## config.mk

```make
export PLATFORM = sky130hd
export DESIGN_NAME = pll_reset_sequencer
export DESIGN_NICKNAME = d
export VERILOG_FILES = /design/src/rtl/pll_rst_pkg.sv /design/src/rtl/pll_lock_sync.sv /design/src/rtl/pll_reset_sequencer.sv
export SDC_FILE = /design/constraint.sdc
export NUM_CORES = 1
export LEC_CHECK = 0
export BUFFER_PORTS_ARGS = -buffer_cell sky130_fd_sc_hd__buf_2
export CAP_MARGIN = 20
export CORE_UTILIZATION = 28
export CTS_CLUSTER_SIZE = 14
export DETAILED_ROUTE_END_ITERATION = 8
export PLACE_DENSITY_LB_ADDON = 0.12
export SYNTH_ARGS = -nofsm -noshare
export SYNTH_HDL_FRONTEND = slang
export SYNTH_HIERARCHICAL = 1
export SYNTH_SLANG_ARGS = --single-unit
```

## constraint.sdc

```tcl
create_clock -name clk_i -period 4.47 [get_ports clk_i]
set_input_delay 0.2235 -clock clk_i [delete_from_list [all_inputs] [get_ports clk_i]]
set_output_delay 0.2235 -clock clk_i [all_outputs]
set_load 0.02 [all_outputs]
```

## src/rtl/pll_rst_pkg.sv

```systemverilog
// pll_rst_pkg: shared state encoding and sizing helper for the PLL reset sequencer
package pll_rst_pkg;
   typedef enum logic [1:0] {S_WAIT, S_STABLE, S_RELEASE, S_RUN} seq_state_t;
   function automatic int max_cycles(input int a, input int b);
      return (a > b) ? a : b;
   endfunction
endpackage

```

## src/rtl/pll_lock_sync.sv

```systemverilog
// pll_lock_sync: multi-flop synchroniser for the asynchronous PLL lock flag
module pll_lock_sync #(
   parameter int SYNC_STAGES = 2
) (
   input  logic clk,
   input  logic rst_n,
   input  logic d,
   output logic q
);
   logic [SYNC_STAGES-1:0] ff;
   always_ff @(posedge clk or negedge rst_n)
      if (!rst_n) ff <= '0;
      else ff <= {ff[SYNC_STAGES-2:0], d};
   assign q = ff[SYNC_STAGES-1];
endmodule

```

## src/rtl/pll_reset_sequencer.sv

```systemverilog
// pll_reset_sequencer: waits for stable PLL lock, then releases stage resets in order.
// Define LOCK_LOSS_CNT_EN to add the saturating lock_loss_cnt_o counter.
module pll_reset_sequencer
   import pll_rst_pkg::*;
#(
   parameter int NUM_STAGES   = 4,
   parameter int LOCK_CYCLES  = 1024,
   parameter int STAGE_CYCLES = 16,
   parameter int SYNC_STAGES  = 2,
   parameter int CNT_W        = 8
) (
   input  logic                  clk_i,
   input  logic                  rst_ni,
   input  logic                  pll_locked_i,
   output logic [NUM_STAGES-1:0] rst_no,
   output logic                  ready_o
`ifdef LOCK_LOSS_CNT_EN
   ,
   output logic [CNT_W-1:0]      lock_loss_cnt_o
`endif
);
   localparam int TW = $clog2(max_cycles(LOCK_CYCLES, STAGE_CYCLES) + 1);
   localparam int IW = (NUM_STAGES > 1) ? $clog2(NUM_STAGES) : 1;
   if (NUM_STAGES < 1 || LOCK_CYCLES < 1 || STAGE_CYCLES < 1 || SYNC_STAGES < 2 || CNT_W < 1) begin : g_bad_params
      $error("pll_reset_sequencer: invalid parameters");
   end
   seq_state_t    state;
   logic [TW-1:0] timer;
   logic [IW-1:0] idx;
   logic          lock_s;
   pll_lock_sync #(.SYNC_STAGES(SYNC_STAGES)) u_sync (
      .clk   (clk_i),
      .rst_n (rst_ni),
      .d     (pll_locked_i),
      .q     (lock_s)
   );
   // A low synced lock overrides everything, including a release due on the same edge.
   always_ff @(posedge clk_i or negedge rst_ni)
      if (!rst_ni) begin
         state   <= S_WAIT;
         timer   <= '0;
         idx     <= '0;
         rst_no  <= '0;
         ready_o <= 1'b0;
      end else if (!lock_s) begin
         state   <= S_WAIT;
         timer   <= '0;
         idx     <= '0;
         rst_no  <= '0;
         ready_o <= 1'b0;
      end else begin
         case (state)
            S_WAIT: begin
               state <= S_STABLE;
               timer <= TW'(1);
            end
            S_STABLE:
               if (timer == TW'(LOCK_CYCLES)) begin
                  rst_no[0] <= 1'b1;
                  idx       <= IW'(1);
                  timer     <= '0;
                  state     <= (NUM_STAGES == 1) ? S_RUN : S_RELEASE;
                  ready_o   <= (NUM_STAGES == 1);
               end else timer <= timer + 1'b1;
            S_RELEASE:
               if (timer == TW'(STAGE_CYCLES - 1)) begin
                  rst_no[idx] <= 1'b1;
                  idx         <= idx + 1'b1;
                  timer       <= '0;
                  if (idx == IW'(NUM_STAGES - 1)) begin
                     ready_o <= 1'b1;
                     state   <= S_RUN;
                  end
               end else timer <= timer + 1'b1;
            S_RUN: ;
            default: state <= S_WAIT;
         endcase
      end
`ifdef LOCK_LOSS_CNT_EN
   logic [CNT_W-1:0] cnt;
   // Only losses after the first release count; drops while still qualifying lock do not.
   always_ff @(posedge clk_i or negedge rst_ni)
      if (!rst_ni) cnt <= '0;
      else if (!lock_s && (state == S_RELEASE || state == S_RUN) && cnt != '1) cnt <= cnt + 1'b1;
   assign lock_loss_cnt_o = cnt;
`endif
endmodule

```

Word level (Yosys, flattened, before mapping)
Cells that the tools add are included.

Memories: 0. Flip-flop bits (word level): 22. Latch bits: 0. ROM bits: 0. Word-level logic and storage cells: 55. Output and inout bits: 5. Bits in writable memories: 0.

Mux-type cells: 25. Equal/unequal tests: 12. Divide/modulo/power cells: 0. $add $sub $neg: 2. Shift operators: 0. Multiply operators: 0. Order comparisons: 2. Bitwise gates (word level): 1. Reduce and logical (&&, ||, !) cells: 6.

Operators with widths (number): $mux W11 (3); $pmux W11 S3 (1); $mux W2 (7); $ne A3 B3 Y1 const B (4); $add A11 B1 Y11 const B (1); $eq A11 B11 Y1 const B (1); $eq A11 B4 Y1 const B (1); $mux W4 (2); $reduce_and A4 Y1 (2); $mux W1 (6); $pmux W2 S3 (1); $eq A2 B2 Y1 const B (2); $ne A2 B2 Y1 const B (2); $ne A4 B4 Y1 const B (1); $or A4 B4 Y4 (1); $pmux W1 S2 (2); $pmux W2 S2 (1); $lt A2 B3 Y1 const B (1); $mux W3 (1); $reduce_and A3 Y1 (1); $add A2 B1 Y2 const B (1); $demux W1 S2 (1); $eq A2 B1 Y1 const B (1); $ge A2 B1 Y1 const B (1); other kinds (3) (3).

Longest topological paths before layout
Depth after elaboration: 8. Depth in mapped cells: 8. Depth with buffers taken out: 6.

By module
The synthesis kept the hierarchy.

Modules (own cells, without submodules): pll_reset_sequencer (cells each 138, times used 1, area each 1290.0 um^2, seq. area each 500.5 um^2); pll_lock_sync (cells each 2, times used 1, area each 50.0 um^2, seq. area each 50.0 um^2).

Least setup slack after synthesis
Ideal clock, no wire load.

Path kind: reg-to-reg. Start: register state[0]. End: register state[0]. Clock period less this slack: 2.067 ns. Data required time: 4.343 ns. Path slack: 2.403 ns. Arrival: 1.940 ns. Stages on the path, launching flop included: 9. Cells stage by stage: dfrtp_1 -> inv_1 -> ha_1 -> buf_2 -> or4b_2 -> clkbuf_1 -> o21ai_0 -> or4b_2 -> nand3_1.

Cells in the longest elaborated chain, start to end: 3. Elaborated cells between the ends (all ways): 10.

Ends and longest elaborated chain: start: declaration (line pll_reset_sequencer.sv:27) `seq_state_t state;`; start signal: assignment (line pll_reset_sequencer.sv:62) `state <= (NUM_STAGES == 1) ? S_RUN : S_RELEASE;`; $eq A2 B2 Y1 (tied with other cells) (line pll_reset_sequencer.sv:52) `case (state)`; $ne A4 B4 Y1 (no line) (tied with other cells); $reduce_and A4 Y1 (no line) or $mux W2 (tied branches).

Several ways; a longest one is shown, not always the timed one. A chain may end at the register's enable or synchronous reset.

Worst setup path after layout
Same ends and word-level chain as after synthesis.

==> impl_metrics.toml <==
[pwr]
p_leak_nw = 0.6376
power_density_mw_per_mm2 = 424.2
peakVddDrop_mv = 0.1701

[logic_synthesis]
synthMostInstantiatedCell = "dfrtp_1"
ys_seq_area_frac = 0.4108
synth_area_leaders = "dfrtp_1, ha_1, inv_1, nand2_1, o21ai_0"
synth_seq_cells = 22
yosys_warnings = 6
synth_top_area_frac = 0.4108
ys_async_sr_fraction = 1.000
yosys.area.top_type = "dfrtp_1"
synthTopCellsByCount = "dfrtp_1, inv_1, nand2_1"
synth-edff-count = 0
synthesis.nets = 152
synth_ff_type = "dfrtp_1"
syn-instance-count = 140
yosysUniqueCellTypes = 44
netlist_area_mm2 = 0.001340
syn_area_per_cell_um2 = 9.572

[setup_path]
path_common_cell = "or4b_2"
crit_slowest_cell = "or4b_2"
worstReg2RegEnd = "state[0]"
reg2reg_slack_ns = 2.21
cp-start-kind = "flip-flop"
crit_fanout = 10
critPathMaxStageDelay_ns = 0.86
crit_chain = "inv_1 -> ha_1 -> or4b_2 -> o21ai_0 -> or4b_2 -> nand3_1"
cp_data_required_time_ns = 4.62
worstSetupEndpointType = "flip-flop"
critical-path-top-delay-family = "simple AND/OR/NAND/NOR gates"
arrival_ns = 2.41
timing_worst_setup_path_type = "reg2reg"
r2r_start = "state[0]"
rr_worst_depth = 6
critPathBufInv = 1

[clocking]
cts.sinks = 22
cts_tree = "yes"
clkLatencyLatePin_ns = 0.27
cts_root_buffer = "clkbuf_8"
h-tree-depth = 1
cts_buffers = 3
clockBufferDepth = 2
post_cts_resized = 0
clk_pin_slew_ns = 0.09

[global_route]
grt_first_pass_wirelength_um = 5278
antenna_found_initial = 0
overflow = 0
grt_usage = 0.1347
first_global_vias = 1091
grt_max_degree = 23

[floorplan]
die_area_mm2 = 0.005067
core_area_mm2 = 0.004474
core.rowCount = 24
die_h_um = 71.18
io-pin-count = 8
initial_core_util = 0.2995
die_width_um = 71.18

[final_layout]
final_area_mm2 = 0.001508
drive_above_1_share = 0.1342
area_delta_synth_final_pct = 12.51
antenna_cells = 0
n_fill_cell = 459
multi_input_area_um2 = 719.4
finalCoreUtilization = 0.3370
final_nets = 162
seq_area_um2 = 550.5
fin_cells = 201

[timing]
finalHoldViolations = 0
setup_violations = 0
fin_skew_ns = 0.005321
max_slew.worst_pin.slew_ns = 0.8964
max_freq_ghz = 0.4432
report.final.slew_viol_count = 0
whs_ns = 0.05415
relSlewSlack = 0.3984
fin_crit_ns = 2.256
setup_tns_ns = 0
rsz0062_at_grt = "false"
fin_crit_sh = 0.5048

[hold_path]
min_path_cells = 1
min_path_type = "in2reg"
hold_start = "pll_locked_i"
hold_end = "u_sync/ff[0]"

[detailed_routing]
detail_route.first_pass.iterations = 4
drtIter0Drc = 47
wl_um = 3097
wire_per_inst_um = 15.41
num_vias = 1098
vias_per_cell = 5.463
ant_nets = 0
drcViolationCount = 0

[place]
hpwl_um = 2278
place.gp.congestion = 0.7814
place_inst = 196
dpl-instance-area_mm2 = 0.001426
portBuffers = 7

[job]
drv_cap = 0

[run_status]
run_status = "finished, final reports clean"
cells by family (layout without fill, tap and decap cells):
kind of cell / count (synthesis) / count (layout) / share of synthesized area
simple gates: 49 / 49 / 0.2250
mux: 3 / 3 / 0.02241
xor+xnor: 3 / 3 / 0.01961
flops: 22 / 22 / 0.4108
compound gates: 37 / 37 / 0.1858
fa+ha+maj: 9 / 9 / 0.08404
buf+inv: 17 / 26 / 0.05229
power by group:
part / internal [mW] / switching (mW) / total (mW)
clock: 0.120 / 0.0722 / 0.192
combinational: 0.0755 / 0.129 / 0.205
sequential: 0.220 / 0.0231 / 0.243
total: 0.415 / 0.224 / 0.640
placed cells by master (no fill, tap or decap), types with 2 or more instances in the layout:
cell      Yosys  final
dfrtp_1      22     22
inv_1        13     13
nand2_1      12     12
ha_1          9      9
o21ai_0       8      8
buf_2         1      7
nor2_1        6      6
a31oi_1       6      6
nand3_1       5      5
a21oi_1       5      5
o211ai_1      5      5
nor2b_1       4      4
xnor2_1       3      3
mux2i_1       3      3
clkbuf_8      0      3
and3_1        2      2
nor4b_1       2      2
or4b_2        2      2
o31ai_1       2      2
nand4_1       2      2
and4_2        2      2
o221ai_1      2      2
per-layer routing:
metal,global-route usage,vias up,wire [µm]
li1,-,535,-
met1,0.1752,549,1505
met2,0.2296,12,1500
met3,0.03419,2,78
met4,0.02000,0,12
met5,0,-,0
worst max path at each step:
stage               depth (start not counted)  startpoint  slack, ns  endpoint
floorplan                                   8    state[0]       2.40  state[0]
global placement                            6    state[0]       2.26  state[0]
detailed placement                          6    state[0]       2.22  state[0]
CTS                                         6    state[0]       2.21  state[0]
global route                                6    state[0]       2.06  timer[2]
finish                                      6    state[0]       2.21  state[0]
area by class of cell:
cell class	instances	area share
repair buffers	9	0.03485
multi-input cells	101	0.4772
clock buffers	3	0.02739
inverters	13	0.03237
clock inverters	1	0.01992
flip-flops and latches	22	0.3651
well taps	52	0.04315
registers in the layout, summed over array words and instances (netlist names):
signal     cells
ready_o        1
timer         11
state          2
idx            2
u_sync/ff      2
rst_no         4
through the flow:
| step | power, mW | setup slack (ns) |
|---|---|---|
| 3_3_place_gp | 0.4478 | 2.262 |
| 3_5_place_dp | 0.4533 | 2.223 |
| 5_1_grt | 0.6871 | 2.064 |
| 4_1_cts | 0.6475 | 2.205 |
| 2_1_floorplan | 0.3920 | 2.403 |
| 6_report | 0.6396 | 2.214 |
repair_timing:
item	in CTS	in global routing
hold buffers	1	0
setup buffers	0	0
endpoints found under the hold margin	22	0
Power figures use the tool's default switching activity.
